**src/rtl/crypto_pkg.sv**
```systemverilog
// Shared types and constants for the crypto core result-dump path.
package crypto_pkg;

    // Dump sequencer states
    typedef enum logic [1:0] {
        IDLE = 2'd0,
        LOAD = 2'd1,
        SEND = 2'd2,
        DONE = 2'd3
    } dump_state_t;

    localparam logic [7:0] ASCII_NL   = 8'h0A;
    localparam logic [7:0] ASCII_0    = 8'h30;
    localparam logic [7:0] ASCII_A_LC = 8'h61;

    localparam int unsigned PH_W = 2;

endpackage

```
**src/rtl/nibble_to_ascii.sv**
```systemverilog
// Combinational nibble to lowercase ASCII hex digit.
// Ports:
//   nib     - 4-bit value
//   ascii_c - ASCII character '0'..'9' / 'a'..'f'
module nibble_to_ascii
    import crypto_pkg::*;
(
    input  logic [3:0] nib,
    output logic [7:0] ascii_c
);

    always_comb begin
        if (nib < 4'd10) begin
            ascii_c = ASCII_0 + 8'(nib);
        end else begin
            ascii_c = ASCII_A_LC + 8'(nib - 4'd10);
        end
    end

endmodule

```
**src/rtl/regdump_streamer.sv**
```systemverilog
// Walks the core register file after halt and streams it out as raw bytes
// or "%02h\n" ASCII lines over a valid/ready handshake.
// Ports:
//   clk, reset           - clock, synchronous active-high reset
//   halted               - core halt level; starts a dump, re-arms when low
//   rf_addr / rf_data    - debug read port into the regfile (combinational data)
//   out_valid/out_ready  - byte stream handshake
//   out_data, out_last   - stream byte and final-byte marker
//   busy, done           - dump in progress / dump complete (held until halt drops)
module regdump_streamer
    import crypto_pkg::*;
#(
    parameter int unsigned NUM_REGS  = 16,
    parameter int unsigned DATA_W    = 8,
    parameter int unsigned ADDR_W    = 4,
    parameter int unsigned HEX_ASCII = 1
) (
    input  logic              clk,
    input  logic              reset,
    input  logic              halted,
    output logic [ADDR_W-1:0] rf_addr,
    input  logic [DATA_W-1:0] rf_data,
    output logic              out_valid,
    input  logic              out_ready,
    output logic [7:0]        out_data,
    output logic              out_last,
    output logic              busy,
    output logic              done
);

    localparam logic [PH_W-1:0]   LAST_PH  = (HEX_ASCII != 0) ? PH_W'(2) : PH_W'(0);
    localparam logic [ADDR_W-1:0] LAST_IDX = ADDR_W'(NUM_REGS - 1);

    dump_state_t       state_q, state_d;
    logic [ADDR_W-1:0] idx_q, idx_d;
    logic [PH_W-1:0]   ph_q, ph_d;
    logic [7:0]        cap_q, cap_d;

    logic [7:0] hi_c, lo_c;
    logic [7:0] char_d;
    logic       out_valid_d, out_last_d, busy_d, done_d;

    // Characters are decoded from the next-cycle capture so out_data can be registered
    nibble_to_ascii u_hi (.nib(cap_d[7:4]), .ascii_c(hi_c));
    nibble_to_ascii u_lo (.nib(cap_d[3:0]), .ascii_c(lo_c));

    // Next-state and next-output decode
    always_comb begin
        state_d = state_q;
        idx_d   = idx_q;
        ph_d    = ph_q;
        cap_d   = cap_q;

        case (state_q)
            IDLE: begin
                if (halted) begin
                    state_d = LOAD;
                    idx_d   = '0;
                    ph_d    = '0;
                end
            end
            LOAD: begin
                cap_d   = 8'(rf_data);
                state_d = SEND;
            end
            SEND: begin
                if (out_ready) begin
                    if (ph_q != LAST_PH) begin
                        ph_d = ph_q + PH_W'(1);
                    end else if (idx_q != LAST_IDX) begin
                        idx_d   = idx_q + ADDR_W'(1);
                        ph_d    = '0;
                        state_d = LOAD;
                    end else begin
                        state_d = DONE;
                    end
                end
            end
            DONE: begin
                // Return the read address to 0 while idle
                if (!halted) begin
                    state_d = IDLE;
                    idx_d   = '0;
                    ph_d    = '0;
                end
            end
            default: state_d = IDLE;
        endcase

        char_d = ASCII_NL;
        if (HEX_ASCII == 0) begin
            char_d = cap_d;
        end else begin
            case (ph_d)
                PH_W'(0): char_d = hi_c;
                PH_W'(1): char_d = lo_c;
                default:  char_d = ASCII_NL;
            endcase
        end

        out_valid_d = (state_d == SEND);
        out_last_d  = (state_d == SEND) && (idx_d == LAST_IDX) && (ph_d == LAST_PH);
        busy_d      = (state_d == LOAD) || (state_d == SEND);
        done_d      = (state_d == DONE);
        if (state_d != SEND) begin
            char_d = 8'h00;
        end
    end

    // State and registered outputs
    always_ff @(posedge clk) begin
        if (reset) begin
            state_q   <= IDLE;
            idx_q     <= '0;
            ph_q      <= '0;
            cap_q     <= '0;
            out_valid <= 1'b0;
            out_data  <= 8'h00;
            out_last  <= 1'b0;
            busy      <= 1'b0;
            done      <= 1'b0;
        end else begin
            state_q   <= state_d;
            idx_q     <= idx_d;
            ph_q      <= ph_d;
            cap_q     <= cap_d;
            out_valid <= out_valid_d;
            out_data  <= char_d;
            out_last  <= out_last_d;
            busy      <= busy_d;
            done      <= done_d;
        end
    end

    assign rf_addr = idx_q;

endmodule

```
**config.mk**
```make
export PLATFORM = sky130hd
export DESIGN_NAME = regdump_streamer
export DESIGN_NICKNAME = d
export VERILOG_FILES = /design/src/rtl/crypto_pkg.sv /design/src/rtl/nibble_to_ascii.sv /design/src/rtl/regdump_streamer.sv
export SDC_FILE = /design/constraint.sdc
export NUM_CORES = 1
export LEC_CHECK = 0
export CAP_MARGIN = 20
export CORE_AREA = 2 2 67 56
export CTS_CLUSTER_DIAMETER = 30
export DETAILED_ROUTE_END_ITERATION = 7
export DIE_AREA = 0 0 69 58
export HOLD_SLACK_MARGIN = 0.03
export PLACE_DENSITY = 0.76
export SLEW_MARGIN = 10
export SYNTH_ARGS = -nofsm -noshare
export SYNTH_HDL_FRONTEND = slang
export SYNTH_SLANG_ARGS = --single-unit
```
**constraint.sdc**
```tcl
create_clock -name clk -period 2.6 [get_ports clk]
set_clock_uncertainty 0.05 [all_clocks]
set_input_delay 0.52 -clock clk [delete_from_list [all_inputs] [get_ports clk]]
set_output_delay 0.52 -clock clk [all_outputs]
set_load 0.005 [all_outputs]
```
==> impl_metrics.yaml, run 1 <==
status:
  status: "completed"
final_layout:
  drive_gt1_frac: 0.126
  diodes: 0
  final_cell_mix: "dfxtp_1, clkdlybuf4s50_1, nor2_1"
  final_common_cell: "dfxtp_1"
  final_util: 0.627
  syn2layout_area_growth_pct: 26.3
  nets: 255
logic_synthesis:
  synth.area.top_cells: "dfxtp_1, ha_1, mux2i_1"
  syn_inst: 194
  syn-cell-area_um2: 1650
  yosys_warnings: 0
  syn_avg_cell_area_um2: 8.51
  yosysSeqAreaShare: 0.339
  ys_async_sr_fraction: 0
  synth_edf_count: 0
  synth_largest_area_cell: "dfxtp_1"
  synth.top_cell.area_share: 0.339
  synthFlopType: "dfxtp_1"
  ys_seq_elements: 28
  synth_fp_nets: 217
  synth.distinct_cells: 53
job:
  drv_cap: 0
critical_path:
  r2r-start: "state_q[1]$_SDFF_PP0_"
  worstSetupStartpoint: "state_q[1]$_SDFF_PP0_"
  critPathBufInv: 0
  path_class: "reg -> reg"
  worstRegToRegCells: 7
  worstSetupEndpointType: "register"
  max_stage_delay_ps: 570
  cp-start-kind: "register"
  crit_path_cell_trace: "nand2b_2 -> mux2_2 -> ha_1 -> nand2_1 -> a311o_1 -> a21oi_1 -> o22ai_1"
  regToRegEndpoint: "out_data[4]$_SDFF_PP0_"
  crit_fanout: 11
  worstPathArrival_ps: 2530
  crit_required_ps: 2720
  reg2reg_slack_ps: 190
  critPathTopFamily: "flip-flops"
  critical_path.slowest_cell: "dfxtp_1"
floorplanning:
  design.core.area_um2: 3330
  fp.dieArea_um2: 4000
  die_h_um: 58
  start_util: 0.496
  io-pin-count: 28
  rows: 19
  die-width_um: 69
route:
  vias: 1520
  wl_mm: 3.54
  drtPass1Iterations: 6
  drt-vias-per-instance: 5.57
  drtAntennaViolNets: 0
  drcViolationCount: 0
  wl_per_cell_um: 13.0
  drt_iter0_drc: 147
clocking:
  ctsHoldBuffers: 0
  ctsHtreeMaxLevel: 1
  cts-buffers-inserted: 3
  cts_tree: "done"
  clock_path_buffers: 2
  cts_resized: 0
  clk_pin_slew_worst_paths_ps: 100
  clkLatencyLatePin_ps: 270
  cts_root_buf: "clkbuf_8"
  cts.sinks: 28
  post-cts-setup-buffers: 0
hold_path:
  min_to: "rf_addr[1]$_SDFF_PP0_"
  hold_path.class: "reg -> reg"
  worstHoldStart: "rf_addr[1]$_SDFF_PP0_"
  hold_depth: 2
timing:
  setup-violations-final: 0
  rsz0062_at_grt: "no"
  slew_viol_final: 0
  fmax_mhz: 415
  fin_crit_ps: 2410
  fin_ws_ps: 189
  hold_violations: 0
  setup-tns-final_ps: 0
  finalCritPeriodShare: 0.927
placement:
  place_ws_ps: 74.7
  gp_congestion: 0.826
  dp_hpwl_mm: 2.85
  portBuffers: 27
global_routing:
  grt-ovfl-total: 0
  grt_max_degree: 19
  grt_pass1_vias: 1353
  grt_pass1_wl_mm: 6.09
  grt_use_total: 0.189
  antenna_found_initial: 0
power_and_ir_drop:
  switchingPower_uw: 267
  ir_worst_vdd_uv: 303
  pwr-share-clk: 0.279
  p_leak_nw: 0.843
  p_int_uw: 701
  powerDensity_nw_per_um2: 464
  seqPwrFrac: 0.471
  power.share.switching: 0.276
  comb_power_share: 0.250
-- metal layers --
layer,GRT usage,wire length [um],vias up,share of wire
li1,-,-,772,-
met1,0.280,1760,682,0.50
met2,0.262,1470,62,0.41
met3,0.0487,269,4,0.076
met4,0.0728,44,0,0.012
met5,0,0,-,0
-- cell type report --
| cell class | instances | area [um^2] |
|---|---|---|
| well taps | 42 | 52.6 |
| inverters | 12 | 45.0 |
| fillers | 280 | 1240 |
| clock buffers | 4 | 55.1 |
| repair buffers | 41 | 375 |
| flip-flops and latches | 28 | 561 |
| multi-input cells | 146 | 997 |
-- state kept, by name (all words and copies together), names as in the netlist --
| register | count |
|---|---|
| busy | 1 |
| state_q | 2 |
| cap_q | 8 |
| done | 1 |
| out_data | 8 |
| out_last | 1 |
| rf_addr | 4 |
| ph_q | 2 |
| out_valid | 1 |
-- logic make-up after synthesis --
group,after synthesis,synth area share
simple gates,72,0.233
fa+ha+maj,11,0.0833
other cells,1,0.00227
flops,28,0.339
xor+xnor,4,0.0212
buf+inv,20,0.0568
compound gates,48,0.202
mux,10,0.0614
-- metrics by stage --
stage	hold WS, ps	std cells	cell area (um^2)	power [mW]
2_1_floorplan	443	194	1650	0.621
3_3_place_gp	446	269	2030	0.702
3_5_place_dp	454	269	2030	0.706
4_1_cts	469	273	2090	0.974
5_1_grt	518	273	2090	1.02
6_report	463	273	2090	0.968
-- synthesized netlist by cell type, types with 2 or more instances --
cell / instances
nand2_1: 17
or2_2: 2
a311o_1: 2
nand2b_1: 4
nor2b_1: 5
xnor2_1: 3
nand3_1: 4
inv_1: 11
ha_1: 11
o21ai_0: 8
mux2i_1: 9
a21oi_1: 10
and3_1: 3
o2111ai_1: 2
nand3b_1: 2
o21ai_1: 3
nor3_1: 4
or3_4: 2
a32oi_1: 2
buf_2: 3
dfxtp_1: 28
nor2_1: 19
nand4b_1: 2
clkbuf_1: 2
a31oi_1: 4
nor4_1: 2
buf_6: 2
a22oi_1: 2
o22ai_1: 2
-- how the worst max path moves through the flow --
| stage | endpoint | cells after the start |
|---|---|---|
| 3_5_place_dp | out_data[4]$_SDFF_PP0_ | 9 |
| 6_report | out_data[4]$_SDFF_PP0_ | 7 |
| 3_3_place_gp | out_data[4]$_SDFF_PP0_ | 9 |
| 5_1_grt | out_data[4]$_SDFF_PP0_ | 7 |
| 4_1_cts | out_data[4]$_SDFF_PP0_ | 7 |
| 2_1_floorplan | out_data[4]$_SDFF_PP0_ | 10 |
-- tightest hold or removal path, delay by kind of cell (launching register included) --
family	cells	cell delay [ps]
flops	1	340
compound gates	1	60
simple gates	1	70
-- power by group through the flow --
| stage | registers, mW | clock network, mW | logic [mW] |
|---|---|---|---|
| 6_report | 0.456 | 0.270 | 0.242 |
| 5_1_grt | 0.459 | 0.298 | 0.267 |
| 4_1_cts | 0.456 | 0.277 | 0.241 |
| 3_5_place_dp | 0.466 | 0 | 0.240 |
| 3_3_place_gp | 0.466 | 0 | 0.236 |
| 2_1_floorplan | 0.465 | 0 | 0.156 |
Power figures use the tool's default switching activity.
==> run 2, diff against run 1 <==
--- a/config.mk
+++ b/config.mk
@@ -7,12 +7,10 @@
 export LEC_CHECK = 0
 export CAP_MARGIN = 20
 export CORE_AREA = 2 2 67 56
-export CTS_CLUSTER_DIAMETER = 30
 export DETAILED_ROUTE_END_ITERATION = 7
 export DIE_AREA = 0 0 69 58
 export HOLD_SLACK_MARGIN = 0.03
 export PLACE_DENSITY = 0.76
-export SLEW_MARGIN = 10
 export SYNTH_ARGS = -nofsm -noshare
 export SYNTH_HDL_FRONTEND = slang
 export SYNTH_SLANG_ARGS = --single-unit
==> constraint.sdc (replaced) <==
create_clock -name clk -period 2.6 [get_ports clk]
set_clock_uncertainty 0.05 [all_clocks]
set_input_delay 0.52 -clock clk [delete_from_list [all_inputs] [get_ports clk]]
set_output_delay 0.52 -clock clk [all_outputs]
set_load 0.01 [all_outputs]
==> results of run 2 <==
Same layout as run 1 (identical final DEF). Status: completed.
Main changes from that run: total power 0.968 mW -> 0.971 mW
==> run 3, diff against run 2 <==
--- a/config.mk
+++ b/config.mk
@@ -6,11 +6,11 @@
 export NUM_CORES = 1
 export LEC_CHECK = 0
 export CAP_MARGIN = 20
-export CORE_AREA = 2 2 67 56
+export CORE_AREA = 2 2 70 59
 export DETAILED_ROUTE_END_ITERATION = 7
-export DIE_AREA = 0 0 69 58
+export DIE_AREA = 0 0 72 61
 export HOLD_SLACK_MARGIN = 0.03
-export PLACE_DENSITY = 0.76
+export PLACE_DENSITY = 0.69
 export SYNTH_ARGS = -nofsm -noshare
 export SYNTH_HDL_FRONTEND = slang
 export SYNTH_SLANG_ARGS = --single-unit
==> constraint.sdc (replaced) <==
create_clock -name clk -period 2.6 [get_ports clk]
set_clock_uncertainty 0.05 [all_clocks]
set_input_delay 0.78 -clock clk [delete_from_list [all_inputs] [get_ports clk]]
set_output_delay 0.78 -clock clk [all_outputs]
set_load 0.01 [all_outputs]
==> impl_metrics.yaml, run 3 (synthesized netlist as in run 1, its figures left out) <==
status:
  status: "completed"
final_layout:
  final_cell_mix: "dfxtp_1, clkdlybuf4s50_1, buf_4"
  drive_gt1_frac: 0.177
  final_common_cell: "dfxtp_1"
  regArea_um2: 561
  fill_cells: 334
  syn2layout_area_growth_pct: 32.3
  final_util: 0.594
  fin_cells: 287
  multi_input_area_um2: 1000
  diodes: 0
  nets: 267
power_and_ir_drop:
  p_leak_nw: 0.903
  powerDensity_nw_per_um2: 460
  ir_worst_vdd_uv: 268
  power_mw: 1.00
critical_path:
  worstSetupEndpointType: "register"
  crit_required_ps: 2720
  worstPathArrival_ps: 2560
  path_class: "in -> reg"
  crit_fanout: 4
  r2r-start: "state_q[1]$_SDFF_PP0_"
  worstRegToRegCells: 7
  cp-start-kind: "input pin"
  reg2reg_slack_ps: 290
  regToRegEndpoint: "out_data[4]$_SDFF_PP0_"
route:
  drt_iter0_drc: 129
  drtPass1Iterations: 4
  wl_mm: 3.78
  vias: 1527
  wl_per_cell_um: 13.2
  drtAntennaViolNets: 0
  drt-vias-per-instance: 5.32
  drcViolationCount: 0
job:
  drv_cap: 0
clocking:
  clk_pin_slew_worst_paths_ps: 100
  clkLatencyLatePin_ps: 270
  cts_root_buf: "clkbuf_8"
  ctsHtreeMaxLevel: 1
  ctsHoldBuffers: 0
  cts-buffers-inserted: 3
  cts.sinks: 28
  clock_path_buffers: 2
  cts_tree: "done"
timing:
  setup-violations-final: 0
  finalCritPeriodShare: 0.940
  fmax_mhz: 409
  fin_ws_ps: 156
  fin_crit_ps: 2440
  hold_violations: 0
  rsz0062_at_grt: "no"
  slew_viol_final: 0
  setup-tns-final_ps: 0
global_routing:
  antenna_found_initial: 0
  grt_pass1_wl_mm: 6.36
  grt_pass1_vias: 1399
  grt_use_total: 0.188
  grt_max_degree: 19
  grt-ovfl-total: 0
hold_path:
  worstHoldStart: "rf_addr[1]$_SDFF_PP0_"
  min_to: "rf_addr[1]$_SDFF_PP0_"
  hold_path.class: "reg -> reg"
  hold_depth: 2
floorplanning:
  start_util: 0.449
  fp.dieArea_um2: 4390
  rows: 20
  die_h_um: 61
  design.core.area_um2: 3680
  die-width_um: 72
  io-pin-count: 28
placement:
  gp_congestion: 0.837
  portBuffers: 27
  dp.cells: 282
  place_ws_ps: -132
  dp_hpwl_mm: 2.92
## run 3: cell count changes in the layout (fill, tap and decap cells not counted), sizes merged
cell / before / now
buf: 14 / 26
## run 3: final cells by class
class                           count  area share
Inverter                           12      0.0206
Tap cell                           44      0.0252
Clock buffer                        4      0.0252
Multi-Input combinational cell    146       0.460
Timing Repair Buffer               53       0.213
Sequential cell                    28       0.256
## run 3: what timing repair did
action,in CTS,in global routing
buffers inserted,0,1
endpoints found under the setup margin,0,1
resized for setup,0,2
## run 3: power breakdown
part | leakage, nW | internal [mW] | switching [mW]
registers | 0.228 | 0.446 | 0.00978
clock network | 0.0288 | 0.136 | 0.138
logic | 0.646 | 0.140 | 0.134
## run 3: per-stage QoR
step | area, um^2 | hold WS, ps
after floorplan | 1650 | 464
after detailed placement | 2120 | 453
after global routing | 2190 | 501
after global placement | 2120 | 446
final | 2190 | 466
after CTS | 2170 | 468
## run 3: critical path, cell delays in order
cell and delay, ps:
clkdlybuf4s50_1 410, mux2i_1 220, ha_1 200, inv_1 50, ha_1 320, a311o_1 280, a21oi_1 200, o22ai_1 110
## run 3: worst max path at each step
stage               slack, ps  cells past startpoint       start                endpoint
global route               30                      9   out_ready     out_last$_SDFF_PP0_
CTS                       150                      8  rf_data[1]  out_data[4]$_SDFF_PP0_
detailed placement       -130                      8  rf_data[1]  out_data[4]$_SDFF_PP0_
global placement          -90                      9  rf_data[6]  out_data[4]$_SDFF_PP0_
floorplan                  70                     10   out_ready     out_last$_SDFF_PP0_
finish                    160                      8  rf_data[1]  out_data[4]$_SDFF_PP0_
## run 3: routing by layer
metal	up-vias	track usage	part of all wire
li1	791	-	-
met1	699	0.271	0.53
met2	33	0.294	0.42
met3	4	0.0349	0.043
met4	0	0.0404	0.011
met5	-	0	0
